## src/rtl/aes_ctrl_nr.sv

```systemverilog
// AES round controller: sequences datapath, S-box and key generator for AESENC,
// AESENCLAST, AESKEYGENASSIST and AESENCFULL. Optional abort input: AES_CTRL_ABORT_EN.
package aes_pkg;
  typedef enum logic [2:0] {
    NOOP            = 3'd0,
    AESENC          = 3'd1,
    AESENCLAST      = 3'd2,
    AESKEYGENASSIST = 3'd3,
    AESENCFULL      = 3'd4
  } opcode;
endpackage

module aes_ctrl_nr #(
  parameter int KEY_BITS = 128
) (
  input  logic           clk,
  input  logic           nrst,
  input  logic           start_i,
  input  aes_pkg::opcode opcode_i,
`ifdef AES_CTRL_ABORT_EN
  input  logic           abort_i,
`endif
  output logic           ready_o,
  output logic           busy_o,
  output logic           full_enc_o,
  output logic           zero_rnd_o,
  output logic           key_sel_o,
  output logic           final_rnd_o,
  output logic           key_sub_o,
  output logic           gen_key_o,
  output logic           next_rnd_o,
  output logic           key_odd_o,
  output logic [3:0]     rnd_num_o,
  output logic [7:0]     r_con_o,
  output logic           cipher_ready_o,
  output logic           key_ready_o
);
  import aes_pkg::*;

  localparam int         NR    = (KEY_BITS == 256) ? 14 : 10;
  localparam logic [3:0] NR_L  = 4'(NR);
  localparam bit         IS256 = (KEY_BITS == 256);

  if (KEY_BITS != 128 && KEY_BITS != 256) begin : g_bad_key_bits
    $error("aes_ctrl_nr: KEY_BITS must be 128 or 256");
  end

  // Handshake: a request is taken on a rising edge where ready_o && start_i &&
  // opcode_i != NOOP; ready_o is high exactly in IDLE and start_i is ignored elsewhere.
  typedef enum logic [1:0] {
    IDLE   = 2'd0,
    SBOX   = 2'd1,
    ROUND  = 2'd2,
    FINISH = 2'd3
  } state_t;

  state_t     state_q, state_d;
  opcode      op_q, op_d;
  logic [3:0] rnd_q, rnd_d;
  logic [7:0] rc_q, rc_d;
  logic       abort;

`ifdef AES_CTRL_ABORT_EN
  assign abort = abort_i;
`else
  assign abort = 1'b0;
`endif

  always_ff @(posedge clk or negedge nrst) begin
    if (!nrst) begin
      state_q <= IDLE;
      op_q    <= NOOP;
      rnd_q   <= 4'd0;
      rc_q    <= 8'h01;
    end else begin
      state_q <= state_d;
      op_q    <= op_d;
      rnd_q   <= rnd_d;
      rc_q    <= rc_d;
    end
  end

  always_comb begin
    state_d = state_q;
    op_d    = op_q;
    rnd_d   = rnd_q;
    rc_d    = rc_q;
    case (state_q)
      IDLE: begin
        if (start_i) begin
          case (opcode_i)
            AESENC, AESENCLAST: begin
              state_d = SBOX;
              op_d    = opcode_i;
            end
            AESKEYGENASSIST: begin
              state_d = ROUND;
              op_d    = opcode_i;
            end
            AESENCFULL: begin
              state_d = SBOX;
              op_d    = opcode_i;
              rnd_d   = 4'd0;
              rc_d    = 8'h01;
            end
            default: ;
          endcase
        end
      end
      SBOX: begin
        case (op_q)
          AESENC, AESENCLAST: state_d = ROUND;
          AESENCFULL: begin
            state_d = ROUND;
            rnd_d   = rnd_q + 4'd1;
          end
          default: begin
            state_d = IDLE;
            op_d    = NOOP;
          end
        endcase
      end
      ROUND: begin
        case (op_q)
          AESENC, AESENCLAST, AESKEYGENASSIST: state_d = FINISH;
          AESENCFULL: begin
            if (rnd_q == NR_L) begin
              state_d = FINISH;
            end else begin
              state_d = SBOX;
              // AES-256 expands a new Rcon only every second round key
              if (!IS256 || !rnd_q[0]) rc_d = {rc_q[6:0], 1'b0} ^ (rc_q[7] ? 8'h1b : 8'h00);
            end
          end
          default: begin
            state_d = IDLE;
            op_d    = NOOP;
          end
        endcase
      end
      FINISH: begin
        state_d = IDLE;
        op_d    = NOOP;
      end
      default: begin
        state_d = IDLE;
        op_d    = NOOP;
      end
    endcase
    if (abort && (state_q == SBOX || state_q == ROUND)) begin
      state_d = IDLE;
      op_d    = NOOP;
      rnd_d   = 4'd0;
      rc_d    = 8'h01;
    end
  end

  always_comb begin
    ready_o        = (state_q == IDLE);
    busy_o         = (state_q != IDLE);
    full_enc_o     = 1'b1;
    zero_rnd_o     = 1'b0;
    key_sel_o      = 1'b0;
    final_rnd_o    = 1'b1;
    key_sub_o      = 1'b0;
    gen_key_o      = 1'b0;
    next_rnd_o     = 1'b0;
    key_odd_o      = 1'b0;
    rnd_num_o      = rnd_q;
    r_con_o        = rc_q;
    cipher_ready_o = 1'b0;
    key_ready_o    = 1'b0;
    case (state_q)
      SBOX: begin
        if (op_q == AESENCFULL) begin
          // AES-256 round 1 uses the upper key half as-is
          gen_key_o  = !(IS256 && rnd_q == 4'd1);
          zero_rnd_o = (rnd_q == 4'd0);
          key_sel_o  = (rnd_q == 4'd0);
          key_odd_o  = IS256 & rnd_q[0];
        end
      end
      ROUND: begin
        case (op_q)
          AESENC: begin
            full_enc_o  = 1'b1;
            final_rnd_o = 1'b0;
            zero_rnd_o  = 1'b1;
            key_sel_o   = 1'b1;
          end
          AESENCLAST: begin
            full_enc_o  = 1'b0;
            final_rnd_o = 1'b1;
            zero_rnd_o  = 1'b1;
            key_sel_o   = 1'b0;
          end
          AESKEYGENASSIST: begin
            key_sub_o = 1'b1;
            gen_key_o = 1'b0;
          end
          AESENCFULL: begin
            full_enc_o  = 1'b0;
            zero_rnd_o  = 1'b1;
            key_sub_o   = 1'b1;
            next_rnd_o  = 1'b1;
            final_rnd_o = (rnd_q == NR_L);
            key_odd_o   = IS256 & rnd_q[0];
          end
          default: ;
        endcase
      end
      FINISH: begin
        if (op_q == AESKEYGENASSIST) key_ready_o = 1'b1;
        else cipher_ready_o = 1'b1;
      end
      default: ;
    endcase
  end
endmodule

```

## config.mk

```make
export PLATFORM = sky130hd
export DESIGN_NAME = aes_ctrl_nr
export DESIGN_NICKNAME = d
export VERILOG_FILES = /design/src/rtl/aes_ctrl_nr.sv
export SDC_FILE = /design/constraint.sdc
export NUM_CORES = 1
export LEC_CHECK = 0
export ABC_AREA = 1
export ABC_CLOCK_PERIOD_IN_PS = 2170
export BUFFER_PORTS_ARGS = -buffer_cell sky130_fd_sc_hd__buf_2
export CORE_MARGIN = 3
export CORE_UTILIZATION = 57
export DETAILED_ROUTE_END_ITERATION = 7
export PLACE_DENSITY_LB_ADDON = 0.12
export SLEW_MARGIN = 20
export SYNTH_ARGS = -nofsm -noshare
export SYNTH_HDL_FRONTEND = slang
export SYNTH_SLANG_ARGS = --single-unit
```

## constraint.sdc

```tcl
create_clock -name clk -period 2.17 [get_ports clk]
set_input_delay 0.1085 -clock clk [delete_from_list [all_inputs] [get_ports clk]]
set_output_delay 0.1085 -clock clk [all_outputs]
set_load 0.005 [all_outputs]
```

# After elaboration in Yosys (flattened, before gate mapping)
# Cells that the tools add are included.
word_totals:
  wordCells: 82
  mem_bits_rw: 0
  inputBits: 6
  rom_bits: 0
  ff_bits: 17
  n_memories: 0
  latchBits: 0
classes:
  div: 0
  mux: 39
  add_sub_neg: 1
  order_cmp: 0
  bitwise: 1
  n_reduce_logical: 16
  n_eq_ne: 21
  shifts: 0
  n_mul: 0
ops:
  columns: ["op", "count"]
  rows:
  - ["$mux W8", 4]
  - ["$pmux W8 S2", 1]
  - ["$mux W1", 15]
  - ["$eq A3 B2 Y1 const B", 4]
  - ["$mux W3", 4]
  - ["$mux W4", 3]
  - ["$pmux W3 S4", 1]
  - ["$ne A2 B2 Y1 const B", 5]
  - ["$reduce_or A3 Y1", 3]
  - ["$pmux W2 S2", 2]
  - ["$pmux W2 S4", 1]
  - ["$pmux W4 S2", 1]
  - ["$reduce_and A4 Y1", 2]
  - ["$reduce_or A4 Y1", 2]
  - ["$xor A8 B5 Y8", 1]
  - ["$eq A3 B1 Y1 const B", 2]
  - ["$eq A3 B3 Y1 const B", 2]
  - ["$mux W2", 3]
  - ["$ne A2 B1 Y1 const B", 3]
  - ["$pmux W1 S2", 3]
  - ["$reduce_bool A2 Y1", 3]
  - ["$mux W5", 1]
  - ["$reduce_and A5 Y1", 1]
  - ["$add A4 B1 Y4 const B", 1]
  - ["8 further kinds", 10]

# Logic depth before layout (Yosys ltp)
# Gate-level depths: netlist (run 1).
depth:
  depth_word: 5
  depth_mapped: 8

# Least setup slack after synthesis (run 1)
# Ideal clock, no wire load.
synth_timing:
  path_type: "flip-flop to flip-flop"
  startpoint: "reg state_q[0]"
  endpoint: "reg rc_q[7], in the netlist r_con_o[7]"
  setup_time_ps: 117
  arrival_ps: 1296
  slack_ps: 757
  path_stages_with_launch: 8
  t_required_ps: 2053
  synth_period_minus_slack_ps: 1413
  path_cell_list: "dfrtp_1 -> inv_1 -> ha_1 -> inv_1 -> nand2_1 -> nand3_4 -> nand2_1 -> nand2_1"
synth_between:
  elab_chain_len: 3
  elab_cells_between_ends: 9
  classes_between: "eq/ne (5); mux (1); reduce/logical (3)"
synth_rtl:
  columns: ["element", "line_no", "text"]
  rows:
  - ["start: declaration", "57", "state_t state_q, state_d;"]
  - ["start signal: assignment", "76", "state_q <= state_d;"]
  - ["$logic_not A2 Y1 (*)", null, null]
  - ["via ready_o", "23", "output logic ready_o,"]
  - ["$ne A2 B1 Y1 (no source line), or another cell as far along", null, null]
  - ["$reduce_and A5 Y1 (no source line)", null, null]
  - ["end signal: assignment", "79", "rc_q <= rc_d;"]
  - ["end: declaration", "60", "logic [7:0] rc_q, rc_d;"]
# Mark *: on every way through the listed nets, which the timed path passes. The rest lies on a longest branch.
# A chain may end at the register's enable or synchronous reset.

# Final worst setup path (run 1)
layout_timing:
  startpoint: "reg state_q[1]"
  endpoint: "out zero_rnd_o"
layout_between:
  elab_chain_len: 2
  elab_cells_between_ends: 3
  classes_between: "eq/ne (2); mux (1)"
layout_rtl:
  columns: ["element", "line_no", "text"]
  rows:
  - ["$eq A2 B2 Y1 / $eq A2 B1 Y1 (equally long branches)", "173", "case (state_q)"]
  - ["$pmux W1 S2 (*)", "173", null]
  - ["end: declaration", "26", "output logic zero_rnd_o,"]
# Every way passes the cells marked *; elsewhere a longest branch is shown, timed or not.

==> results of run 1 <==
-- layer usage --
| metal | global-route usage [%] | wire length, µm | part of all wire (%) | vias to the layer above |
|---|---|---|---|---|
| met5 | 0 | 0 | 0 | - |
| met4 | 8.936 | 38 | 1.3 | 0 |
| met3 | 3.601 | 163 | 5.7 | 5 |
| met2 | 38.51 | 1337 | 47 | 40 |
| met1 | 28.40 | 1317 | 46 | 544 |
| li1 | - | - | - | 600 |
-- flip-flops by register name, indices dropped and copies added, names as in the netlist --
register	count
r_con_o	8
rnd_num_o	4
op_q	3
state_q	2
-- worst min-delay path by stage --
stage	endpoint	slack [ns]	cells after the start
final	op_q[2]	0.18	5
after CTS	op_q[2]	0.18	5
after global placement	op_q[1]	0.05	1
after detailed placement	op_q[0]	0.06	1
after global routing	op_q[2]	0.20	5
after floorplan	op_q[0]	-0.19	0
-- cell usage in the layout, fill, tap and decap left out, types with 2 or more instances in the layout --
master    count
dfrtp_1      16
nor2_1        5
xor2_1        4
inv_1        24
nand2_2       3
nand3_1      10
nor2_2        3
a21oi_1       3
nand2_1      56
nand3_2       4
buf_2        28
nand2_4       2
nand4_1      12
o21ai_1       3
o21ai_4       2
clkbuf_4      3
nor2_4        2
ha_1          8
-- power groups by stage --
stage               Sequential (mW)  Clock [mW]  Combinational, mW
floorplan                     0.455           0              0.735
global placement              0.464           0              0.925
detailed placement            0.469           0              0.959
CTS                           0.462       0.184              0.963
global route                  0.472       0.199               1.09
finish                        0.462       0.180              0.962
-- cells by family after synthesis --
family | Yosys count | share of synthesized area (%)
and+or+nand+nor | 102 | 41.31
buffers and inverters | 28 | 9.126
DFF | 17 | 32.76
AOI/OAI and AO/OA | 10 | 6.147
adders and majority gates | 8 | 7.685
xor gates and xnor gates | 4 | 2.689
other | 1 | 0.2879
-- through the flow --
stage / hold slack [ns] / instances / utilization [%] / power, mW
3_5_place_dp: 0.05735 / 222 / 70.57 / 1.427
3_3_place_gp: 0.05083 / 222 / 70.57 / 1.389
2_1_floorplan: -0.1871 / 170 / - / 1.190
4_1_cts: 0.1763 / 227 / 72.39 / 1.609
6_report: 0.1834 / 227 / 72.39 / 1.604
5_1_grt: 0.2012 / 227 / 72.39 / 1.757
-- final cells by class --
cell class | count | area (µm²) | area share (%)
clock buffers | 3 | 22.52 | 1.509
clock inverters | 1 | 5.005 | 0.3353
inverters | 24 | 90.09 | 6.035
multi-input cells | 125 | 757.0 | 50.71
flip-flops and latches | 17 | 426.7 | 28.58
well taps | 27 | 33.78 | 2.263
repair buffers | 30 | 157.7 | 10.56
-- tightest hold or removal path: stages --
cell	delay [ns]
buf_2	0.13
nand2_1	0.07
inv_1	0.03
nand4_1	0.07
nand2_1	0.05
==> metrics.yaml, run 1 <==
yosys:
  yosysMostFrequentCell: "nand2_1"
  mappedNetlistArea_um2: 1302
  synth.avg_cell_area_um2: 7.662
  syn_nets: 184
  synth_top_area_share_pct: 30.74
  synth_flop_cell: "dfrtp_1"
  yosysWarnings: 0
  synth.distinct_cells: 28
  synth-edff-count: 0
  synth.top_cells.by_area: "dfrtp_1 (31%), nand2_1 (16%), ha_1 (7.7%)"
  postSynthCellCount: 170
  async_reset_ff_share_pct: 100.0
  synth_top_area_cell: "dfrtp_1"
  synth_commonest_cells: "nand2_1 (56), inv_1 (24), dfrtp_1 (16)"
  ys_ff_latch: 17
  ys_seq_area_share_pct: 32.76
critical_path:
  path_depth: 7
  cp_cell_sequence: "inv_1 > ha_1 > inv_1 > nor2_8 > nand4_2 > a21oi_1 > buf_2"
  start_kind: "register"
  cp_slowest_cell: "dfrtp_1"
  critical_path.top_delay_family: "flip-flops"
  critPathCapture: "zero_rnd_o"
  path_common_cell: "inv_1"
  rr_endpoint: "r_con_o[5]"
  path_buf_inv: 3
  endpoint_kind: "primary output"
  critical_path_required_ns: 2.06
  critical_path_class: "reg2out"
  reg2reg_slack_ns: 0.55
  cp_slowest_stage_delay_ns: 0.42
  reg2regPathDepth: 7
  reg2reg_from: "state_q[0]"
  crit_fanout: 5
  crit_arrival_ns: 1.78
  crit_start: "state_q[1]"
timing:
  fin_ws_ns: 0.2773
  period_share_pct: 87.22
  fmaxAchievable_mhz: 528.4
  hold_violations: 0
  setup_viol_count_final: 0
  skew_ns: 0.008521
  drv_slew: 0
  rsz0062_at_grt: "no"
  min_period_ns: 1.893
  setup-tns-final_ns: 0
cells_and_area:
  n_fill_cell: 179
  layout.nets: 215
  antenna_cells: 0
  drive_gt1_share_pct: 26.50
  areaGrowthSynthToFinish_pct: 14.60
  design_area_um2: 1493
pwr:
  pwr-share-clk_pct: 11.2
  power_density_nw_per_um2: 1075
  seq_power_share_pct: 28.8
  intPower_mw: 0.7911
  swShare_pct: 50.69
  p_sw_mw: 0.8132
  p_leak_nw: 0.9058
  comb_power_share_pct: 60.0
  peakVddDrop_v: 0.0007946
cts:
  clock_latency_ns: 0.30
  cts-resized-gates: 0
  cts_tree: "built"
  post_cts.repair.setup_buffers: 0
  cts_max_level: 1
  clkSinkCount: 17
  numCtsBuffers: 3
  cts.path.max_buffers: 2
  cts-root-buf: "clkbuf_4"
  hold_buffers: 1
  clk_pin_slew_ns: 0.11
placed_design:
  gp_congestion: 0.8622
  place_ws_ns: 0.5930
  port-buffer-count: 28
  hpwl_mm: 2.248
  post_dp_cell_area_um2: 1455
die:
  design.die.area_um2: 2894
  dieWidth_um: 53.80
  die_h_um: 53.80
  core_area_um2: 2062
  start_util_pct: 63.17
  io_pins: 30
  rows: 16
grt:
  grt_pass1_wl_mm: 4.767
  grt-ovfl-total: 0
  track_usage_pct: 22.66
  grt_max_degree: 18
  grt_pass1_vias: 1078
  antenna_found_initial: 0
worst_hold_path:
  hold_class: "in2reg"
  worstHoldStart: "opcode_i[2]"
routing:
  wl_per_cell_um: 12.58
  drt_iter0_markers: 28
  drc_errors: 0
  wirelength_mm: 2.856
  drtPass1Iterations: 4
  via_per_inst: 5.238
  vias: 1189
  ant_nets: 0
status:
  status: "finished clean"
run:
  cap_violations: 0
Power figures use the tool's default switching activity.
==> run 2: changes to the inputs <==
--- a/config.mk
+++ b/config.mk
@@ -6,11 +6,12 @@
 export NUM_CORES = 1
 export LEC_CHECK = 0
 export ABC_AREA = 1
-export ABC_CLOCK_PERIOD_IN_PS = 2170
+export ABC_CLOCK_PERIOD_IN_PS = 2450
 export BUFFER_PORTS_ARGS = -buffer_cell sky130_fd_sc_hd__buf_2
 export CORE_MARGIN = 3
 export CORE_UTILIZATION = 57
 export DETAILED_ROUTE_END_ITERATION = 7
+export GPL_TIMING_DRIVEN = 0
 export PLACE_DENSITY_LB_ADDON = 0.12
 export SLEW_MARGIN = 20
 export SYNTH_ARGS = -nofsm -noshare
==> constraint.sdc (replaced) <==
create_clock -name clk -period 2.45 [get_ports clk]
set_input_delay 0.1225 -clock clk [delete_from_list [all_inputs] [get_ports clk]]
set_output_delay 0.1225 -clock clk [all_outputs]
set_load 0.005 [all_outputs]
==> run 2 against run 1 <==
Die area did not move. Routed wire length shrank 2.3%. First-iteration DRC count down 36%. Critical path depth did not move. Final cell count grew 1.3%. Worst setup slack improved by 0.16 ns. Combinational power decreased by 11%. Clock power decreased by 11%. Sequential power fell by 11%. Register-to-register slack better by 0.29 ns. Hold slack better by 0.0081 ns. Sequential cell count did not move. Highest routed layer unchanged.
==> metrics.yaml, run 2 (synthesis results as in run 1) <==
cells_and_area:
  final_cell_mix: "nand2_1 (56), buf_2 (30), inv_1 (24)"
  drive_gt1_share_pct: 27.59
  stdcell_count: 230
  layout.nets: 218
  areaGrowthSynthToFinish_pct: 16.23
  antenna_cells: 0
  utilization_pct: 73.42
  largest_reg_flops: 8
  mostFrequentLayoutCell: "nand2_1"
  n_fill_cell: 179
critical_path:
  crit_arrival_ns: 1.89
  critical_path_required_ns: 2.33
  endpoint_kind: "primary output"
  crit_fanout: 10
  critical_path_class: "reg2out"
  start_kind: "register"
routing:
  drtPass1Iterations: 4
  wl_per_cell_um: 12.13
  drc_errors: 0
  via_per_inst: 5.300
  ant_nets: 0
  drt_iter0_markers: 18
  wirelength_mm: 2.791
  vias: 1219
pwr:
  peakVddDrop_v: 0.0008355
  power_density_nw_per_um2: 945.2
  p_leak_nw: 0.9224
timing:
  fmaxAchievable_mhz: 497.1
  period_share_pct: 82.11
  min_period_ns: 2.012
  hold_violations: 0
  drv_slew: 0
  skew_ns: 0.003561
  rsz0062_at_grt: "no"
  setup_viol_count_final: 0
  setup-tns-final_ns: 0
cts:
  cts-root-buf: "clkbuf_4"
  cts-resized-gates: 0
  cts.path.max_buffers: 2
  clk_pin_slew_ns: 0.11
  clkSinkCount: 17
  hold_buffers: 1
  numCtsBuffers: 3
  cts_max_level: 1
  post_cts.repair.setup_buffers: 0
  cts_tree: "built"
  clock_latency_ns: 0.30
grt:
  antenna_found_initial: 0
  grt_pass1_wl_mm: 4.885
  grt_max_degree: 18
  track_usage_pct: 23.29
  grt_pass1_vias: 1148
  grt-ovfl-total: 0
die:
  design.die.area_um2: 2894
  rows: 16
  start_util_pct: 63.17
  dieWidth_um: 53.80
  core_area_um2: 2062
  die_h_um: 53.80
  io_pins: 30
placed_design:
  port-buffer-count: 28
  hpwl_mm: 2.222
  gp_congestion: 0.7807
  dp_cells: 225
run:
  cap_violations: 0
status:
  status: "finished clean"
worst_hold_path:
  hold_class: "in2reg"
## run 2: cell types whose count changed in the layout (fill, tap and decap cells not counted), sizes merged
cell / previous run / this run
buf: 29 / 32
## run 2: layout make-up
class	count	area [µm²]	area share, %
inverters	24	90.09	5.950
repair buffers	29	150.1	9.917
clock inverters	1	5.005	0.3306
plain buffers	4	28.78	1.901
clock buffers	3	22.52	1.488
multi-input cells	125	757.0	50.00
flip-flops and latches	17	426.7	28.18
well taps	27	33.78	2.231
## run 2: worst max-delay path, cell delays in order, from the launching register on
cell,delay [ns]
dfrtp_1,0.43
inv_1,0.12
ha_1,0.35
buf_2,0.27
nand2_1,0.13
nand2_1,0.08
o31ai_1,0.07
buf_2,0.13
## run 2: per-stage QoR
stage | total power, mW | worst slack, ns | cell area, µm² | hold WS (ns)
5_1_grt | 1.575 | 0.2935 | 1514 | 0.2437
3_3_place_gp | 1.242 | 0.8276 | 1476 | 0.06303
6_report | 1.431 | 0.4384 | 1514 | 0.1915
2_1_floorplan | 1.054 | 1.037 | 1303 | -0.1731
3_5_place_dp | 1.274 | 0.7798 | 1476 | 0.07081
4_1_cts | 1.436 | 0.4384 | 1514 | 0.1945
## run 2: routing by layer
| layer | GRT usage (%) | share of wire [%] | up-vias |
|---|---|---|---|
| met5 | 0 | 0 | - |
| met4 | 10.64 | 2.5 | 0 |
| met3 | 4.432 | 6.2 | 9 |
| met2 | 37.30 | 47 | 46 |
| met1 | 30.07 | 44 | 554 |
| li1 | - | - | 610 |
## run 2: power by group
group / total (mW) / switching (mW) / internal (mW)
clock: 0.160 / 0.0987 / 0.0610
sequential: 0.411 / 0.0694 / 0.342
combinational: 0.860 / 0.549 / 0.311
total: 1.43 / 0.717 / 0.714
## run 2: path summary, 6_finish.rpt
kind	cells past startpoint	startpoint	to	slack (ns)
worst max-delay path	7	state_q[0]	final_rnd_o	0.44
worst min-delay path	5	opcode_i[2]	op_q[2]	0.19
worst max register to register	7	state_q[0]	r_con_o[5]	0.84
worst min register to register	2	r_con_o[0]	r_con_o[0]	0.48
max in group asynchronous	2	nrst	r_con_o[0]	1.88
min in group asynchronous	2	nrst	op_q[2]	0.25
